## src/rtl/ex_16or8_to_32_pkg.sv

```systemverilog
// Shared widths and selector encoding for the halfword/byte load extender.
package ex_pkg;

    typedef enum logic {
        SEL_HALF = 1'b0,
        SEL_BYTE = 1'b1
    } sel_e;

    localparam int unsigned HALF_W = 16;
    localparam int unsigned BYTE_W = 8;
    localparam int unsigned WORD_W = 32;

endpackage

```

## src/rtl/ex_16or8_to_32_sign_extend.sv

```systemverilog
// Generic combinational extender: widens IN_W bits to OUT_W bits, sign or zero fill.
module sign_extend #(
    parameter int unsigned IN_W     = 16,
    parameter int unsigned OUT_W    = 32,
    parameter bit          SIGN_EXT = 1'b1
) (
    input  logic [IN_W-1:0]  din,
    output logic [OUT_W-1:0] dout
);

    generate
        if (OUT_W > IN_W) begin : g_widen
            logic fill;
            assign fill = SIGN_EXT ? din[IN_W-1] : 1'b0;
            assign dout = {{(OUT_W-IN_W){fill}}, din};
        end else begin : g_pass
            assign dout = din[OUT_W-1:0];
        end
    endgenerate

endmodule

```

## src/rtl/ex_16or8_to_32.sv

```systemverilog
// Load-path extender: selects halfword or byte operand, extends it, registers the result.
module ex_16or8_to_32
    import ex_pkg::*;
#(
    parameter bit          SIGN_EXT = 1'b1,
    parameter int unsigned OUT_W    = WORD_W
) (
    input  logic              clk,
    input  logic              reset,
    input  logic              seletor,
    input  logic [HALF_W-1:0] I1,
    input  logic [BYTE_W-1:0] I2,
    output logic [OUT_W-1:0]  F
);

    logic [OUT_W-1:0] ext_half;
    logic [OUT_W-1:0] ext_byte;
    logic [OUT_W-1:0] ext;

    sign_extend #(
        .IN_W     (HALF_W),
        .OUT_W    (OUT_W),
        .SIGN_EXT (SIGN_EXT)
    ) u_ext_half (
        .din  (I1),
        .dout (ext_half)
    );

    sign_extend #(
        .IN_W     (BYTE_W),
        .OUT_W    (OUT_W),
        .SIGN_EXT (SIGN_EXT)
    ) u_ext_byte (
        .din  (I2),
        .dout (ext_byte)
    );

    // An unknown select falls through to the halfword path instead of producing X.
    always_comb begin
        ext = ext_half;
        if (seletor == SEL_BYTE) begin
            ext = ext_byte;
        end
    end

    always_ff @(posedge clk or posedge reset) begin
        if (reset) begin
            F <= '0;
        end else begin
            F <= ext;
        end
    end

endmodule

```

## config.mk

```make
export PLATFORM = sky130hd
export DESIGN_NAME = ex_16or8_to_32
export DESIGN_NICKNAME = d
export VERILOG_FILES = /design/src/rtl/ex_16or8_to_32_pkg.sv /design/src/rtl/ex_16or8_to_32_sign_extend.sv /design/src/rtl/ex_16or8_to_32.sv
export SDC_FILE = /design/constraint.sdc
export NUM_CORES = 1
export LEC_CHECK = 0
export ABC_AREA = 0
export BUFFER_PORTS_ARGS = -buffer_cell sky130_fd_sc_hd__buf_2
export CORE_ASPECT_RATIO = 1.2
export CORE_MARGIN = 8
export CORE_UTILIZATION = 56
export DETAILED_ROUTE_END_ITERATION = 12
export HOLD_SLACK_MARGIN = 0.06
export PLACE_DENSITY = 0.87
export SETUP_SLACK_MARGIN = 0.1
export SLEW_MARGIN = 20
export SYNTH_ARGS = -nofsm -noshare
export SYNTH_HDL_FRONTEND = slang
export SYNTH_HIERARCHICAL = 1
export SYNTH_SLANG_ARGS = --single-unit
```

## constraint.sdc

```tcl
create_clock -name clk -period 2.9 [get_ports clk]
set_clock_uncertainty 0.2 [all_clocks]
set_input_delay 0.58 -clock clk [delete_from_list [all_inputs] [get_ports clk]]
set_output_delay 0.58 -clock clk [all_outputs]
set_load 0.02 [all_outputs]
```

==> impl_metrics.py, run 1 <==
metrics = {
    "critical_path": {
        "crit_path_end_kind": "primary output",
        "cp_top_family": "flip-flops",
        "worstPathCellList": "buf_2",
        "cp_data_arrival_time_ns": 0.86,
        "cp.required_ns": 2.12,
        "cp_max_fo": 1,
        "setup.worst_path.class": "flop to primary output",
        "worst_setup_path_start_kind": "flop",
        "critPathMaxStageDelay_ns": 0.38,
        "cp_slowest_cell": "dfrtp_1",
        "critPathBufInv": 1,
    },
    "floorplanning": {
        "die_h_um": 78.6,
        "initial_core_util_pct": 59.3,
        "dieArea_um2": 5360,
        "rows": 22,
        "core_area_um2": 3080,
        "die_x_um": 68.2,
        "io_pins": 59,
    },
    "route": {
        "vias": 776,
        "dr.pass1.iters": 3,
        "routedWlPerCell_um": 15.7,
        "drt-initial-drc-count": 21,
        "drc": 0,
        "finalWirelength_um": 2660,
        "viasPerCell": 4.59,
        "postRouteAntennaNets": 0,
    },
    "global_route": {
        "grt_pass1_wl_um": 4170,
        "grt_max_degree": 33,
        "busiest_layer": "met2",
        "met1_usage_pct": 9.71,
        "grt_use_total_pct": 10.5,
        "antenna_found_initial": 0,
        "grt_pass1_vias": 856,
        "grt_use_met3_pct": 5.97,
        "grt_use_met2_pct": 17.9,
        "overflow": 0,
    },
    "clock_tree": {
        "cts_tree": "built",
        "clock_sinks": 32,
        "cts_setup_buffers": 0,
        "cts_resized": 0,
        "root_buffer": "clkbuf_4",
        "clk_pin_slew_ns": 0.08,
        "holdBufCountCts": 0,
        "cts_max_path_buffers": 2,
        "h-tree-depth": 2,
        "numCtsBuffers": 5,
    },
    "finish": {
        "fin_nets": 159,
        "top_register": "F",
        "final_common_cell": "buf_2",
        "largest_register_ffs": 32,
        "drive_above_1_share_pct": 73.7,
        "final_cell_mix": "buf_2, dfrtp_1, mux2_4, clkbuf_4",
        "antenna-diode-count": 0,
        "area_delta_synth_final_pct": -7.11,
        "reg_top3": "F (32)",
    },
    "sta": {
        "final_max_slew_viol_count": 0,
        "relSlewSlack_pct": 65.8,
        "rsz0062_at_grt": "no",
        "setup_tns_ns": 0,
        "hold_viol_final": 0,
        "worst_slew_pin_slew_ns": 0.513,
        "setup_viol_count_final": 0,
        "finalCritPeriodShare_pct": 56.6,
        "fmax_mhz": 609,
        "fin_crit_ns": 1.64,
    },
    "logic_synthesis": {
        "ys_ff_latch": 32,
        "syn_nets": 160,
        "yosysWarnings": 6,
        "synth.distinct_cells": 7,
        "syn_area_um2": 1830,
        "seq_area_frac_synth_pct": 43.8,
        "avgSynthCellArea_um2": 13.8,
        "syn_inst": 133,
    },
    "worst_hold_path": {
        "hold_path.class": "input port to async pin",
    },
    "power": {
        "power_mw": 0.928,
        "vdd.ir_drop.worst_mv": 0.281,
        "powerDensity_nw_per_um2": 546,
        "cellLeakagePower_nw": 0.907,
    },
    "outcome": {
        "status": "completed",
    },
    "place": {
        "portBuffers": 58,
        "dp_hpwl_um": 1980,
        "globalplace.congestion": 0.744,
    },
    "job": {
        "cap_violations": 0,
    },
}
[power by group]
| part | switching [mW] | internal (mW) | total [mW] |
|---|---|---|---|
| combinational | 0.0998 | 0.0896 | 0.189 |
| sequential | 0.00855 | 0.479 | 0.488 |
| clock | 0.131 | 0.119 | 0.251 |
| total | 0.239 | 0.688 | 0.928 |
[synthesized netlist by cell type, drive strengths merged]
cell,count,area share (%)
dfrtp,32,44
inv,1,0.21
buf,68,30
mux2,32,26
[logic make-up after synthesis]
logic type	after synthesis	share of synthesized area, %
buffers and inverters	69	30.4
multiplexers	32	25.9
flip-flops	32	43.8
[cell type report]
class                           instances  area (µm²)
Clock buffer                            8        58.8
Fill cell                             269        1380
Multi-Input combinational cell         32         473
Tap cell                               36        45.0
Sequential cell                        32         801
Inverter                                1        3.75
Timing Repair Buffer                   60         318
[final timing paths]
check | startpoint | end | slack (ns) | cells past startpoint
worst max-delay path | F[17] | F[17] | 1.26 | 1
max in group asynchronous | reset | F[17] | 2.10 | 3
min in group clk | I1[9] | F[9] | 0.29 | 2
worst min-delay path | reset | F[21] | 0.12 | 3
[through the flow]
step / utilization, % / hold slack, ns / setup WS (ns) / std cells / area [µm²]
after floorplan: - / 0.496 / 1.43 / 133 / 1830
after global placement: 53.2 / 0.463 / 1.00 / 161 / 1640
after detailed placement: 53.2 / 0.479 / 0.970 / 161 / 1640
after CTS: 55.1 / 0.117 / 1.23 / 169 / 1700
after global routing: 55.1 / 0.137 / 1.21 / 169 / 1700
final: 55.1 / 0.123 / 1.26 / 169 / 1700
[layer usage]
metal	wire (µm)	up-vias
met5	0	-
met4	51	0
met3	382	7
met2	1370	37
met1	852	371
li1	-	361
(Power assumes the default switching activity.)
==> run 2, diff against run 1 <==
--- a/config.mk
+++ b/config.mk
@@ -5,14 +5,14 @@
 export SDC_FILE = /design/constraint.sdc
 export NUM_CORES = 1
 export LEC_CHECK = 0
-export ABC_AREA = 0
+export ABC_AREA = 1
 export BUFFER_PORTS_ARGS = -buffer_cell sky130_fd_sc_hd__buf_2
 export CORE_ASPECT_RATIO = 1.2
 export CORE_MARGIN = 8
-export CORE_UTILIZATION = 56
+export CORE_UTILIZATION = 46
 export DETAILED_ROUTE_END_ITERATION = 12
 export HOLD_SLACK_MARGIN = 0.06
-export PLACE_DENSITY = 0.87
+export PLACE_DENSITY = 0.77
 export SETUP_SLACK_MARGIN = 0.1
 export SLEW_MARGIN = 20
 export SYNTH_ARGS = -nofsm -noshare
==> constraint.sdc (replaced) <==
create_clock -name clk -period 1.5 [get_ports clk]
set_clock_uncertainty 0.2 [all_clocks]
set_input_delay 0.3 -clock clk [delete_from_list [all_inputs] [get_ports clk]]
set_output_delay 0.3 -clock clk [all_outputs]
set_load 0.02 [all_outputs]
==> run 2 against run 1 <==
Compared with the run above: critical path depth unchanged; sequential cell count unchanged; hold slack better by 0.029 ns; die area up 14%; via count up 46%; worst setup slack worse by 1.1 ns; combinational power up 99%; clock-buffer cell count unchanged; clock power rose to 2.7 times the previous value; total power up 110%; largest cell class unchanged.
==> impl_metrics.py, run 2 <==
metrics = {
    "critical_path": {
        "critPathBufInv": 1,
        "cp.required_ns": 1.00,
        "cp_max_fo": 1,
        "cp_top_family": "flip-flops",
        "crit_path_end_kind": "primary output",
        "worst_setup_path_start_kind": "flop",
        "critPathMaxStageDelay_ns": 0.38,
        "cp_slowest_cell": "dfrtp_1",
        "setup.worst_path.class": "flop to primary output",
        "worstPathCellList": "buf_2",
        "cp_data_arrival_time_ns": 0.82,
    },
    "logic_synthesis": {
        "avgSynthCellArea_um2": 8.84,
        "netlist_top_cells_area": "dfrtp_1, buf_4, nand2_1",
        "synthFlopType": "dfrtp_1",
        "synthArstFlopShare_pct": 100,
        "synth.largest_area_cell": "dfrtp_1",
        "synth_edf_count": 0,
        "yosysWarnings": 6,
        "syn_area_um2": 1780,
        "syn_nets": 228,
        "ys_top_cells_by_count": "nand2_1, buf_4, dfrtp_1",
        "synth_top_cell_area_share_pct": 45.1,
        "yosysMostFrequentCell": "nand2_1",
        "syn_inst": 201,
        "ys_ff_latch": 32,
        "synth.distinct_cells": 9,
        "seq_area_frac_synth_pct": 45.1,
    },
    "global_route": {
        "grt_use_total_pct": 12.0,
        "grt_max_degree": 33,
        "grt_pass1_wl_um": 5580,
        "grt_pass1_vias": 1161,
        "antenna_found_initial": 0,
        "overflow": 0,
    },
    "sta": {
        "setup_tns_ns": 0,
        "fin_crit_ns": 1.32,
        "setup_viol_count_final": 0,
        "rsz0062_at_grt": "no",
        "final_max_slew_viol_count": 0,
        "worst_slew_pin_slew_ns": 0.416,
        "relSlewSlack_pct": 72.3,
        "layout_setup_ws_ns": 0.183,
        "fmax_mhz": 759,
        "hold_viol_final": 0,
        "finalCritPeriodShare_pct": 87.8,
    },
    "floorplanning": {
        "die_x_um": 72.7,
        "core_area_um2": 3660,
        "rows": 24,
        "die_h_um": 84.1,
        "io_pins": 59,
        "dieArea_um2": 6120,
        "initial_core_util_pct": 48.5,
    },
    "finish": {
        "top_register": "F",
        "final_common_cell": "nand2_1",
        "final_cell_mix": "nand2_1, buf_2, dfrtp_1, dlygate4sd3_1, nand2_2",
        "largest_register_ffs": 32,
        "fillers": 349,
        "antenna-diode-count": 0,
        "area_delta_synth_final_pct": 6.90,
        "drive_above_1_share_pct": 35.1,
        "regArea_um2": 801,
        "multi_input_area_um2": 385,
        "reg_top3": "F (32)",
        "fin_nets": 248,
    },
    "place": {
        "globalplace.congestion": 0.714,
        "dp_hpwl_um": 2130,
        "portBuffers": 58,
        "post-place-ws_ns": 0.312,
    },
    "route": {
        "met1_length_um": 1200,
        "route.met3.wl_um": 320,
        "routedWlPerCell_um": 12.4,
        "routed.top_layer": "met4",
        "drc": 0,
        "dr.pass1.iters": 4,
        "postRouteAntennaNets": 0,
        "dr_wl_met2_um": 1780,
        "vias": 1133,
        "drt-initial-drc-count": 106,
        "viasPerCell": 4.14,
        "finalWirelength_um": 3410,
    },
    "power": {
        "cellLeakagePower_nw": 1.07,
        "powerDensity_nw_per_um2": 1050,
        "vdd.ir_drop.worst_mv": 0.388,
    },
    "clock_tree": {
        "numCtsBuffers": 5,
        "cts_tree": "built",
        "h-tree-depth": 2,
        "clk_pin_slew_ns": 0.06,
        "root_buffer": "clkbuf_8",
        "cts_max_path_buffers": 2,
        "cts_resized": 0,
        "clock_sinks": 32,
    },
    "worst_hold_path": {
        "holdPathStages": 3,
        "hold_start": "seletor",
        "min_to": "F[18]",
        "hold_path.class": "input port to flop",
    },
    "outcome": {
        "status": "completed",
    },
    "job": {
        "cap_violations": 0,
    },
}
[run 2: power breakdown]
part           internal (mW)  total (mW)  switching (mW)
registers              0.928       0.944          0.0163
logic                  0.146       0.376           0.230
clock network          0.374       0.666           0.292
total                   1.45        1.99           0.538
[run 2: cell type report]
cell class	instances	share of cell area, %
inverter	2	0.791
sequential	32	42.2
multi-input combinational	96	20.3
timing repair buffer	84	28.6
tap	52	3.43
clock buffer	8	4.74
[run 2: what timing repair did]
| action | in CTS | in global routing |
|---|---|---|
| setup buffers | 0 | 0 |
| hold buffers | 23 | 0 |
| hold endpoints to repair | 47 | 0 |
[run 2: per-stage QoR]
stage,area [µm²],instances,hold slack [ns],power (mW),util (%)
after floorplan,1780,201,0.216,1.29,-
after global placement,1580,243,0.201,1.29,43.1
after detailed placement,1580,243,0.199,1.29,43.1
after CTS,1900,274,0.143,2.01,51.8
after global routing,1900,274,0.154,2.08,51.8
final,1900,274,0.153,1.99,51.8
[run 2: how the worst max path moves through the flow]
stage | start | end | slack [ns] | depth (start not counted)
2_1_floorplan | reset | F[0] | 0.31 | 1
3_3_place_gp | seletor | F[7] | 0.35 | 4
3_5_place_dp | seletor | F[27] | 0.31 | 4
4_1_cts | F[24] | F[24] | 0.18 | 1
5_1_grt | F[28] | F[28] | 0.15 | 1
6_report | F[8] | F[8] | 0.18 | 1
[run 2: logic make-up after synthesis]
logic type / Yosys count / share of synthesized area [%]
buffers and inverters: 73 / 33.2
flip-flops: 32 / 45.1
AND/OR/NAND/NOR: 96 / 21.7
[run 2: metal layers]
metal  global-route usage (%)  vias up
met1                     11.8      504
met3                     5.17       10
met5                        0        -
li1                         -      571
met4                     6.39        0
met2                     20.3       48
==> run 3, diff against run 2 <==
--- a/config.mk
+++ b/config.mk
@@ -5,14 +5,13 @@
 export SDC_FILE = /design/constraint.sdc
 export NUM_CORES = 1
 export LEC_CHECK = 0
-export ABC_AREA = 1
 export BUFFER_PORTS_ARGS = -buffer_cell sky130_fd_sc_hd__buf_2
 export CORE_ASPECT_RATIO = 1.2
 export CORE_MARGIN = 8
-export CORE_UTILIZATION = 46
+export CORE_UTILIZATION = 47
 export DETAILED_ROUTE_END_ITERATION = 12
 export HOLD_SLACK_MARGIN = 0.06
-export PLACE_DENSITY = 0.77
+export PLACE_DENSITY = 0.78
 export SETUP_SLACK_MARGIN = 0.1
 export SLEW_MARGIN = 20
 export SYNTH_ARGS = -nofsm -noshare
==> run 3 against run 2 <==
Compared with the run above: clock power down 18%; sequential share of layout area down 0.87 points; via count decreased by 25%; global-route usage is 1.6 points lower; sequential power hardly changed; largest power group unchanged; critical path type unchanged; hold slack worse by 0.086 ns; worst setup slack improved by 0.022 ns; non-clock buffer count is 4 lower; design area increased by 2.1%.
==> impl_metrics.py, run 3 (same netlist as run 1, synthesis figures left out) <==
metrics = {
    "sta": {
        "rsz0062_at_grt": "no",
        "hold_ws_ns": 0.0670,
        "setup_viol_count_final": 0,
        "final_max_slew_viol_count": 0,
        "layout_setup_ws_ns": 0.205,
        "setup_tns_ns": 0,
        "worst_slew_pin_slew_ns": 0.412,
        "relSlewSlack_pct": 72.6,
        "fin_crit_ns": 1.29,
        "finalCritPeriodShare_pct": 86.3,
        "fmax_mhz": 772,
        "hold_viol_final": 0,
    },
    "finish": {
        "final_cell_mix": "buf_2, dfrtp_1, mux2_4, dlygate4sd3_1, clkbuf_8",
        "antenna-diode-count": 0,
        "area_delta_synth_final_pct": 6.02,
        "multi_input_area_um2": 473,
        "top_register": "F",
        "reg_top3": "F (32)",
        "fin_area_um2": 1940,
        "fin_nets": 179,
        "final_common_cell": "buf_2",
        "fillers": 352,
        "regArea_um2": 801,
        "drive_above_1_share_pct": 66.0,
        "largest_register_ffs": 32,
    },
    "clock_tree": {
        "clk_pin_slew_ns": 0.05,
        "cts_setup_buffers": 0,
        "h-tree-depth": 2,
        "holdBufCountCts": 18,
        "cts_max_path_buffers": 2,
        "root_buffer": "clkbuf_8",
        "clock_sinks": 32,
        "cts_tree": "built",
        "cts_resized": 0,
        "numCtsBuffers": 5,
    },
    "critical_path": {
        "cp_slowest_cell": "dfrtp_1",
        "critPathMaxStageDelay_ns": 0.37,
        "cp_max_fo": 1,
        "cp.required_ns": 1.00,
        "worstPathCellList": "buf_2",
        "critPathBufInv": 1,
        "worst_setup_path_start_kind": "flop",
        "cp_data_arrival_time_ns": 0.79,
        "cp_top_family": "flip-flops",
        "crit_path_end_kind": "primary output",
        "setup.worst_path.class": "flop to primary output",
    },
    "power": {
        "switching_share_pct": 24.6,
        "intPower_mw": 1.44,
        "p_switching_mw": 0.469,
        "combPwrFrac_pct": 21.8,
        "powerDensity_nw_per_um2": 983,
        "vdd.ir_drop.worst_mv": 0.318,
        "cellLeakagePower_nw": 1.00,
        "power_frac_seq_pct": 49.5,
        "clock_power_share_pct": 28.7,
    },
    "floorplanning": {
        "dieArea_um2": 6150,
        "initial_core_util_pct": 47.5,
        "die_x_um": 73.0,
        "rows": 25,
        "io_pins": 59,
        "die_h_um": 84.3,
        "core_area_um2": 3850,
    },
    "place": {
        "post-place-ws_ns": 0.181,
        "dpl_cell_area_um2": 1690,
        "portBuffers": 58,
        "globalplace.congestion": 0.679,
    },
    "route": {
        "drc": 0,
        "postRouteAntennaNets": 0,
        "viasPerCell": 4.16,
        "routedWlPerCell_um": 14.5,
        "drt-initial-drc-count": 14,
        "vias": 848,
        "dr.pass1.iters": 4,
        "finalWirelength_um": 2960,
    },
    "outcome": {
        "status": "completed",
    },
    "global_route": {
        "grt_pass1_vias": 982,
        "grt_use_total_pct": 10.4,
        "grt_pass1_wl_um": 4760,
        "antenna_found_initial": 0,
        "overflow": 0,
        "grt_max_degree": 26,
    },
    "worst_hold_path": {
        "hold_path.class": "input port to flop",
    },
    "job": {
        "cap_violations": 0,
    },
}
==> run 3: cell count changes in the layout (fill, tap and decap cells not counted), moves of 2 or more <==
cell | before | now
dlygate4sd3_1 | 23 | 18
mux2_2 | 0 | 2
clkbuf_1 | 2 | 0
nand2_2 | 10 | 0
buf_12 | 0 | 2
mux2_4 | 0 | 30
nand2_1 | 86 | 0
==> run 3: final timing paths <==
check,startpoint,endpoint,slack [ns],cells past startpoint
max,F[14],F[14],0.21,1
min,I2[6],F[6],0.07,2
max in group asynchronous,reset,F[4],0.48,4
min in group asynchronous,reset,F[28],0.37,4
==> run 3: power by group through the flow <==
stage / logic, mW / clock network (mW) / registers [mW]
finish: 0.415 / 0.547 / 0.944
global placement: 0.374 / 0 / 0.957
CTS: 0.420 / 0.577 / 0.945
floorplan: 0.279 / 0 / 1.05
detailed placement: 0.383 / 0 / 0.960
global route: 0.442 / 0.605 / 0.950
==> run 3: per-layer routing <==
metal	vias to the layer above	share of wire, %	global-route usage [%]
met3	7	9.5	4.77
met5	-	0	0
met4	0	2.2	6.57
met2	37	56	18.5
li1	397	-	-
met1	407	32	8.88
==> run 3: cell type report <==
cell class	count	share of cell area [%]
inverters	1	0.194
well taps	54	3.48
repair buffers	80	27.1
multi-input cells	32	24.4
clock buffers	5	3.55
flip-flops and latches	32	41.3
==> run 3: metrics by stage <==
| step | power [mW] | utilization, % | cells |
|---|---|---|---|
| after CTS | 1.94 | 50.4 | 204 |
| after detailed placement | 1.34 | 43.9 | 181 |
| final | 1.91 | 50.4 | 204 |
| after floorplan | 1.33 | - | 133 |
| after global placement | 1.33 | 43.9 | 181 |
| after global routing | 2.00 | 50.4 | 204 |
